**src/rtl/mips_pkg.sv**
```systemverilog
// Shared types and constants for the MIPS execute stage: ALU op codes,
// funct values, ALU control decode/eval, EX state and EX/MEM record layout.
package mips_pkg;

   localparam int REG_W  = 5;
   localparam int WORD_W = 32;

   localparam logic [1:0] ALUOP_ADD   = 2'b00;
   localparam logic [1:0] ALUOP_SUB   = 2'b01;
   localparam logic [1:0] ALUOP_RTYPE = 2'b10;
   localparam logic [1:0] ALUOP_RSVD  = 2'b11;

   localparam logic [5:0] FUNCT_ADD  = 6'h20;
   localparam logic [5:0] FUNCT_SUB  = 6'h22;
   localparam logic [5:0] FUNCT_AND  = 6'h24;
   localparam logic [5:0] FUNCT_OR   = 6'h25;
   localparam logic [5:0] FUNCT_NOR  = 6'h27;
   localparam logic [5:0] FUNCT_SLT  = 6'h2A;
   localparam logic [5:0] FUNCT_MULT = 6'h18;

   typedef enum logic [2:0] {
      ALU_ADD, ALU_SUB, ALU_AND, ALU_OR, ALU_NOR, ALU_SLT, ALU_ZERO
   } alu_ctrl_e;

   typedef enum logic [1:0] {IDLE, MUL, DONE} ex_state_e;

   typedef struct packed {
      logic              valid;
      logic              branch;
      logic              jump;
      logic              memread;
      logic              memwrite;
      logic              regwrite;
      logic              memtoreg;
      logic [WORD_W-1:0] branch_target;
      logic [WORD_W-1:0] writedata;
      logic [REG_W-1:0]  write_reg;
   } ex_ctrl_t;

   typedef struct packed {
      ex_ctrl_t          ctrl;
      logic              zero;
      logic [WORD_W-1:0] result;
   } ex_mem_t;

   function automatic alu_ctrl_e alu_decode(input logic [1:0] aluop, input logic [5:0] funct);
      alu_ctrl_e ctrl;
      ctrl = ALU_ADD;
      case (aluop)
         ALUOP_SUB: ctrl = ALU_SUB;
         ALUOP_RTYPE: begin
            case (funct)
               FUNCT_ADD: ctrl = ALU_ADD;
               FUNCT_SUB: ctrl = ALU_SUB;
               FUNCT_AND: ctrl = ALU_AND;
               FUNCT_OR:  ctrl = ALU_OR;
               FUNCT_NOR: ctrl = ALU_NOR;
               FUNCT_SLT: ctrl = ALU_SLT;
               default:   ctrl = ALU_ZERO;
            endcase
         end
         default: ctrl = ALU_ADD;
      endcase
      return ctrl;
   endfunction

   function automatic logic [WORD_W-1:0] alu_eval(input alu_ctrl_e ctrl,
                                                  input logic [WORD_W-1:0] a,
                                                  input logic [WORD_W-1:0] b);
      logic [WORD_W-1:0] r;
      r = '0;
      case (ctrl)
         ALU_ADD: r = a + b;
         ALU_SUB: r = a - b;
         ALU_AND: r = a & b;
         ALU_OR:  r = a | b;
         ALU_NOR: r = ~(a | b);
         ALU_SLT: r = {{(WORD_W-1){1'b0}}, ($signed(a) < $signed(b))};
         default: r = '0;
      endcase
      return r;
   endfunction

endpackage

```
**src/rtl/ex_mem_stage_mul_iter.sv**
```systemverilog
// Iterative shift-add multiplier: one partial product per cycle, MUL_CYCLES
// iterations, low WORD_W bits of the product kept. abort_i cancels a run.
module mul_iter
   import mips_pkg::*;
#(
   parameter int MUL_CYCLES = 32
) (
   input  logic              clk,
   input  logic              rst,
   input  logic              start_i,
   input  logic              abort_i,
   input  logic [WORD_W-1:0] a_i,
   input  logic [WORD_W-1:0] b_i,
   output logic              last_o,
   output logic [WORD_W-1:0] product_o
);

   localparam logic [4:0] CNT_LOAD = 5'(MUL_CYCLES - 1);

   logic              running_q;
   logic [4:0]        cnt_q;
   logic [WORD_W-1:0] mcand_q, mplier_q, acc_q, acc_d;

   assign acc_d     = mplier_q[0] ? acc_q + mcand_q : acc_q;
   assign last_o    = running_q && (cnt_q == 5'd0);
   assign product_o = acc_q;

   always_ff @(posedge clk) begin
      if (rst) begin
         running_q <= 1'b0;
         cnt_q     <= '0;
         mcand_q   <= '0;
         mplier_q  <= '0;
         acc_q     <= '0;
      end else if (abort_i) begin
         running_q <= 1'b0;
         cnt_q     <= '0;
      end else if (start_i) begin
         running_q <= 1'b1;
         cnt_q     <= CNT_LOAD;
         mcand_q   <= a_i;
         mplier_q  <= b_i;
         acc_q     <= '0;
      end else if (running_q) begin
         acc_q    <= acc_d;
         mcand_q  <= mcand_q << 1;
         mplier_q <= mplier_q >> 1;
         if (cnt_q == 5'd0) running_q <= 1'b0;
         else               cnt_q     <= cnt_q - 5'd1;
      end
   end

endmodule

```
**src/rtl/ex_mem_stage.sv**
```systemverilog
// Execute stage + EX/MEM register: ALU, branch target, dest select, iterative mult.
// Optional operand forwarding from EX/MEM and MEM/WB when FORWARD_EN is defined.
//
// state | meaning
// IDLE  | single-cycle ops flow straight into EX/MEM
// MUL   | multiplier iterating, upstream held
// DONE  | product ready, waiting for stall_in to drop
module ex_mem_stage
   import mips_pkg::*;
#(
   parameter int MUL_CYCLES = 32
) (
   input  logic              clk,
   input  logic              rst,
   input  logic              in_valid,
   input  logic              branch_in,
   input  logic              jump_in,
   input  logic              alusrc_in,
   input  logic              memread_in,
   input  logic              memwrite_in,
   input  logic              regwrite_in,
   input  logic              regdst_in,
   input  logic              memtoreg_in,
   input  logic [1:0]        aluop_in,
   input  logic [WORD_W-1:0] npc_in,
   input  logic [WORD_W-1:0] readdata1_in,
   input  logic [WORD_W-1:0] readdata2_in,
   input  logic [WORD_W-1:0] sigext_in,
   input  logic [REG_W-1:0]  rt_in,
   input  logic [REG_W-1:0]  rd_in,
   input  logic              stall_in,
   input  logic              flush_in,
`ifdef FORWARD_EN
   input  logic [REG_W-1:0]  rs_in,
   input  logic              exmem_regwrite,
   input  logic [REG_W-1:0]  exmem_rd,
   input  logic [WORD_W-1:0] exmem_result,
   input  logic              memwb_regwrite,
   input  logic [REG_W-1:0]  memwb_rd,
   input  logic [WORD_W-1:0] memwb_data,
`endif
   output logic              ex_busy,
   output logic              valid_out,
   output logic              branch_out,
   output logic              jump_out,
   output logic              memread_out,
   output logic              memwrite_out,
   output logic              regwrite_out,
   output logic              memtoreg_out,
   output logic              zero_out,
   output logic [WORD_W-1:0] branch_target_out,
   output logic [WORD_W-1:0] alu_result_out,
   output logic [WORD_W-1:0] writedata_out,
   output logic [REG_W-1:0]  write_reg_out
);

   ex_state_e         state_q;
   ex_mem_t           exmem_q, ex_now, done_entry;
   ex_ctrl_t          pend_q;
   logic [WORD_W-1:0] rs_val, rt_val, op_a, op_b, alu_res, mul_product;
   logic              is_mult, mul_start, mul_last;

`ifdef FORWARD_EN
   function automatic logic [WORD_W-1:0] fwd(input logic [REG_W-1:0] src,
                                             input logic [WORD_W-1:0] regval);
      logic [WORD_W-1:0] v;
      v = regval;
      if (memwb_regwrite && memwb_rd != '0 && memwb_rd == src) v = memwb_data;
      if (exmem_regwrite && exmem_rd != '0 && exmem_rd == src) v = exmem_result;
      return v;
   endfunction

   always_comb begin
      rs_val = fwd(rs_in, readdata1_in);
      rt_val = fwd(rt_in, readdata2_in);
   end
`else
   always_comb begin
      rs_val = readdata1_in;
      rt_val = readdata2_in;
   end
`endif

   always_comb begin
      op_a    = rs_val;
      op_b    = alusrc_in ? sigext_in : rt_val;
      alu_res = alu_eval(alu_decode(aluop_in, sigext_in[5:0]), op_a, op_b);
      is_mult = (aluop_in == ALUOP_RTYPE) && (sigext_in[5:0] == FUNCT_MULT);

      ex_now                    = '0;
      ex_now.ctrl.valid         = 1'b1;
      ex_now.ctrl.branch        = branch_in;
      ex_now.ctrl.jump          = jump_in;
      ex_now.ctrl.memread       = memread_in;
      ex_now.ctrl.memwrite      = memwrite_in;
      ex_now.ctrl.regwrite      = regwrite_in;
      ex_now.ctrl.memtoreg      = memtoreg_in;
      ex_now.ctrl.branch_target = npc_in + {sigext_in[WORD_W-3:0], 2'b00};
      ex_now.ctrl.writedata     = rt_val;
      ex_now.ctrl.write_reg     = regdst_in ? rd_in : rt_in;
      ex_now.zero               = (alu_res == '0);
      ex_now.result             = alu_res;

      done_entry        = '0;
      done_entry.ctrl   = pend_q;
      done_entry.zero   = (mul_product == '0);
      done_entry.result = mul_product;
   end

   // Upstream only advances ID/EX on a cycle with ex_busy low, so a mult is
   // accepted only then; otherwise it would be presented again.
   assign mul_start = (state_q == IDLE) && in_valid && is_mult && !flush_in && !stall_in;
   assign ex_busy   = (state_q != IDLE) || stall_in;

   mul_iter #(.MUL_CYCLES(MUL_CYCLES)) u_mul (
      .clk       (clk),
      .rst       (rst),
      .start_i   (mul_start),
      .abort_i   (flush_in),
      .a_i       (op_a),
      .b_i       (op_b),
      .last_o    (mul_last),
      .product_o (mul_product)
   );

   always_ff @(posedge clk) begin
      if (rst) begin
         state_q <= IDLE;
         exmem_q <= '0;
         pend_q  <= '0;
      end else if (flush_in) begin
         state_q <= IDLE;
         exmem_q <= '0;
      end else begin
         case (state_q)
            IDLE: begin
               if (!stall_in) begin
                  if (mul_start) begin
                     state_q <= MUL;
                     pend_q  <= ex_now.ctrl;
                     exmem_q <= '0;
                  end else if (in_valid) begin
                     exmem_q <= ex_now;
                  end else begin
                     exmem_q <= '0;
                  end
               end
            end
            MUL: begin
               // Bubbles go downstream so the last result is not consumed twice.
               if (mul_last) state_q <= DONE;
               if (!stall_in) exmem_q <= '0;
            end
            DONE: begin
               if (!stall_in) begin
                  exmem_q <= done_entry;
                  state_q <= IDLE;
               end
            end
            default: state_q <= IDLE;
         endcase
      end
   end

   assign valid_out         = exmem_q.ctrl.valid;
   assign branch_out        = exmem_q.ctrl.branch;
   assign jump_out          = exmem_q.ctrl.jump;
   assign memread_out       = exmem_q.ctrl.memread;
   assign memwrite_out      = exmem_q.ctrl.memwrite;
   assign regwrite_out      = exmem_q.ctrl.regwrite;
   assign memtoreg_out      = exmem_q.ctrl.memtoreg;
   assign branch_target_out = exmem_q.ctrl.branch_target;
   assign writedata_out     = exmem_q.ctrl.writedata;
   assign write_reg_out     = exmem_q.ctrl.write_reg;
   assign zero_out          = exmem_q.zero;
   assign alu_result_out    = exmem_q.result;

endmodule

```
**config.mk**
```make
export PLATFORM = sky130hd
export DESIGN_NAME = ex_mem_stage
export DESIGN_NICKNAME = d
export VERILOG_FILES = /design/src/rtl/mips_pkg.sv /design/src/rtl/ex_mem_stage_mul_iter.sv /design/src/rtl/ex_mem_stage.sv
export SDC_FILE = /design/constraint.sdc
export NUM_CORES = 1
export LEC_CHECK = 0
export CORE_MARGIN = 2
export CORE_UTILIZATION = 57
export DETAILED_ROUTE_END_ITERATION = 6
export GPL_ROUTABILITY_DRIVEN = 0
export HOLD_SLACK_MARGIN = 0.02
export PLACE_DENSITY = 0.82
export SYNTH_ARGS = -nofsm -noshare
export SYNTH_HDL_FRONTEND = slang
export SYNTH_SLANG_ARGS = --single-unit
```
**constraint.sdc**
```tcl
create_clock -name clk -period 8 [get_ports clk]
set_clock_uncertainty 0.15 [all_clocks]
set_input_delay 1.6 -clock clk [delete_from_list [all_inputs] [get_ports clk]]
set_output_delay 1.6 -clock clk [all_outputs]
set_load 0.02 [all_outputs]
```
==> impl_metrics.toml <==
[run_status]
status = "complete, but fails checks"
violations = "design-rule violations"

[floorplan]
ios = 263
row_count = 68
die_w_um = 191
die_y_um = 191
die-area_um2 = 36480
start_util_pct = 57.85
core_um2 = 34460

[final_layout]
syn_to_final_growth_pct = 19.39
utilization_pct = 69.06
finalInstanceArea_um2 = 23800
drive_gt1_share_pct = 4.106
fin_nets = 3105
fill_cells = 2824

[global_route]
grt_max_degree = 104
grt_usage_pct = 38.04
grt_pass1_wl_mm = 110.5
grt_pass1_vias = 19994
grt-ovfl-total = 0
antenna_found_initial = 6

[logic_synthesis]
async_flop_share_pct = 0
avgSynthCellArea_um2 = 7.570
synthTopCellsByCount = "nand2_1 (342), dfxtp_1 (289), nor2_1 (274)"
ys_seq_area_share_pct = 29.03
yosysTopAreaCellShare_pct = 29.03
syn-num-nets = 2961
synth.largest_area_cell = "dfxtp_1"
yosysUniqueCellTypes = 84
synth_ff_type = "dfxtp_1"
syn_area_um2 = 19930
yosys-top-cells-area = "dfxtp_1 (29%), ha_1 (11%), nand2_1 (6.4%), a21oi_1 (6.3%), nor2_1 (5.2%)"
synth_most_common_cell = "nand2_1"
syn_inst = 2633
synth-edff-count = 0
yosysWarningCount = 0
ys_ff_latch = 289

[cts]
ctsHoldBuffers = 0
post_cts_buffers = 0
cts_resized = 0
ctsHtreeMaxLevel = 1
cts-root-buf = "clkbuf_16"
path_clk_slew_ns = 0.07
clk-insertion-delay-late_ns = 0.59
clock_sinks = 289
cts_tree = "yes"
cts_buffer_depth = 3
numCtsBuffers = 31

[power]
power_w = 0.004028
irDropWorstVdd_uv = 182.9
power_density_nw_per_um2 = 169.2
internal_power_w = 0.002757
p_leak_nw = 9.342
swShare_pct = 31.54
switchingPower_w = 0.001270
clockPowerShare_pct = 38.1
power_frac_seq_pct = 36.6
combPwrFrac_pct = 25.3

[critical_path]
max_stage_delay_ns = 0.84
r2r_setup_slack_ns = 3.73
critPathArrivalTime_ns = 7.23
r2r_end = "u_mul.product_o[31]$_SDFFE_PP0P_"
reg2reg_depth = 13
critical-path-slowest-cell = "nor4b_1"
crit_required_ns = 8.37
critPathLaunchType = "input pin"
crit_top_cell = "mux2i_1"
end_kind = "flop"
cp_cell_sequence = "clkdlybuf4s50_1 -> mux2i_1 -> ha_1 -> nor3_1 -> and4_1 -> o21ai_0 -> a211oi_1 -> a21oi_1 -> mux2i_1 -> nor4b_1 -> nand4_1 -> or4_1 -> o22ai_1"
cp_max_fo = 14
critPathKind = "input pin to flop"
r2r-start = "u_mul.product_o[1]$_SDFFE_PP0P_"

[timing]
final.setup.tns_ns = 0
finalCritPeriodShare_pct = 85.82
tightest_slew_ns = 1.223
relSlewSlack_pct = 18.46
finalHoldViolCount = 0
rsz0062_at_grt = "no"
timing.fmax_mhz = 145.6
period_minus_slack_ns = 6.866
drv_slew = 0
finalSetupViolations = 0

[hold_path]
min_to = "u_mul.mplier_q[19]$_SDFFE_PP0P_"
hp-class = "flop to flop"
min_from = "u_mul.mplier_q[19]$_SDFFE_PP0P_"
hold_depth = 2

[drt]
drc = 18
antenna_left = 0
vias_per_cell = 6.684
drt_iter0_markers = 3005
detail_route.wl_per_cell_um = 22.29
routed_wl_mm = 72.68
first_pass_iters = 7
vias = 21796

[place]
portBuffers = 262
hpwl_mm = 52.55
placed_area_um2 = 22710

[flow_run]
maxCapViolations = 0
-- worst max-delay path by stage --
stage	startpoint	to	slack, ns	cells past startpoint
final	sigext_in[8]	zero_out$_SDFFE_PP0P_	1.13	13
after global placement	sigext_in[1]	zero_out$_SDFFE_PP0P_	1.09	18
after global routing	sigext_in[1]	zero_out$_SDFFE_PP0P_	1.10	18
after floorplan	alusrc_in	zero_out$_SDFFE_PP0P_	1.79	17
after CTS	sigext_in[8]	zero_out$_SDFFE_PP0P_	1.61	13
after detailed placement	sigext_in[0]	zero_out$_SDFFE_PP0P_	1.05	18
-- worst max-delay path: cells and delay by family --
family / cells / cell delay [ns]
AOI/OAI and AO/OA: 4 / 1.33
adders and majority gates: 1 / 0.51
buffers and inverters: 1 / 0.53
muxes: 2 / 0.78
and+or+nand+nor: 5 / 2.46
-- layer usage --
metal	wire length, µm	global-route usage (%)	up-vias
li1	-	-	9823
met1	28320	51.31	10190
met2	30600	56.41	1506
met3	9164	8.518	275
met4	4590	20.21	2
met5	12	0	-
-- per-stage QoR --
stage	instances	hold WS, ns	setup WS (ns)
3_3_place_gp	3199	0.2886	1.087
2_1_floorplan	2633	0.2821	1.792
4_1_cts	3256	0.3029	1.605
5_1_grt	3261	0.3163	1.099
3_5_place_dp	3199	0.2947	1.048
6_report	3261	0.3043	1.134
-- cells by family (layout without fill, tap and decap cells) --
kind of cell | count (synthesis) | count (layout) | synth area share, %
AOI/OAI and AO/OA | 837 | 837 | 28.17
xor gates and xnor gates | 72 | 72 | 3.164
adders and majority gates | 175 | 175 | 11.14
buffers and inverters | 306 | 474 | 5.831
DFF | 289 | 289 | 29.03
muxes | 43 | 43 | 2.178
other | 0 | 5 | 0
and+or+nand+nor | 911 | 911 | 20.50
-- area by class of cell --
class                   count  area [µm²]  share of cell area [%]
clock inverters            12       178.9                  0.7518
well taps                 455       569.3                   2.392
flip-flops and latches    289        5786                   24.31
diodes                      5       12.51                 0.05258
repair buffers            294        2859                   12.01
clock buffers              45       898.4                   3.775
inverters                 123       461.7                   1.940
multi-input cells        2038       13030                   54.76
-- power by group through the flow --
| stage | registers (W) | clock network, W | logic (W) |
|---|---|---|---|
| 6_report | 0.00147 | 0.00153 | 0.00102 |
| 5_1_grt | 0.00148 | 0.00160 | 0.00107 |
| 4_1_cts | 0.00147 | 0.00154 | 0.000974 |
| 3_5_place_dp | 0.00151 | 0 | 0.000967 |
| 3_3_place_gp | 0.00150 | 0 | 0.000947 |
| 2_1_floorplan | 0.00153 | 0 | 0.000577 |
-- state kept, by name, summed over array words and instances, names as in the netlist, 2 cells and up --
register and count:
writedata_out 32, write_reg_out 5, u_mul.mplier_q 32, branch_target_out 32, state_q 2, u_mul.cnt_q 5
u_mul.product_o 32, u_mul.mcand_q 32, alu_result_out 32, done_entry 76
-- placed cells by master, fill, tap and decap left out, drive strengths merged, types with 9 or more instances in the layout --
cell type / Yosys / final
nand2: 342 / 342
dfxtp: 289 / 289
nor2: 274 / 274
clkdlybuf4s50: 0 / 260
a21oi: 252 / 252
ha: 171 / 171
inv: 122 / 124
o21ai: 118 / 118
nor3: 107 / 107
a221oi: 80 / 80
o211ai: 57 / 57
a21o: 53 / 53
a22oi: 50 / 50
xnor2: 47 / 47
clkbuf: 165 / 45
mux2i: 40 / 40
a311oi: 36 / 36
buf: 18 / 34
a211oi: 31 / 31
nand3: 29 / 29
xor2: 25 / 25
o21bai: 24 / 24
nor4: 19 / 19
nor2b: 19 / 19
nand2b: 18 / 18
o22ai: 18 / 18
nand4: 17 / 17
o21a: 13 / 13
and3: 13 / 13
or3: 12 / 12
a31oi: 12 / 12
and2: 10 / 10
o22a: 9 / 9
No activity file was read; power rests on OpenSTA's default activity.
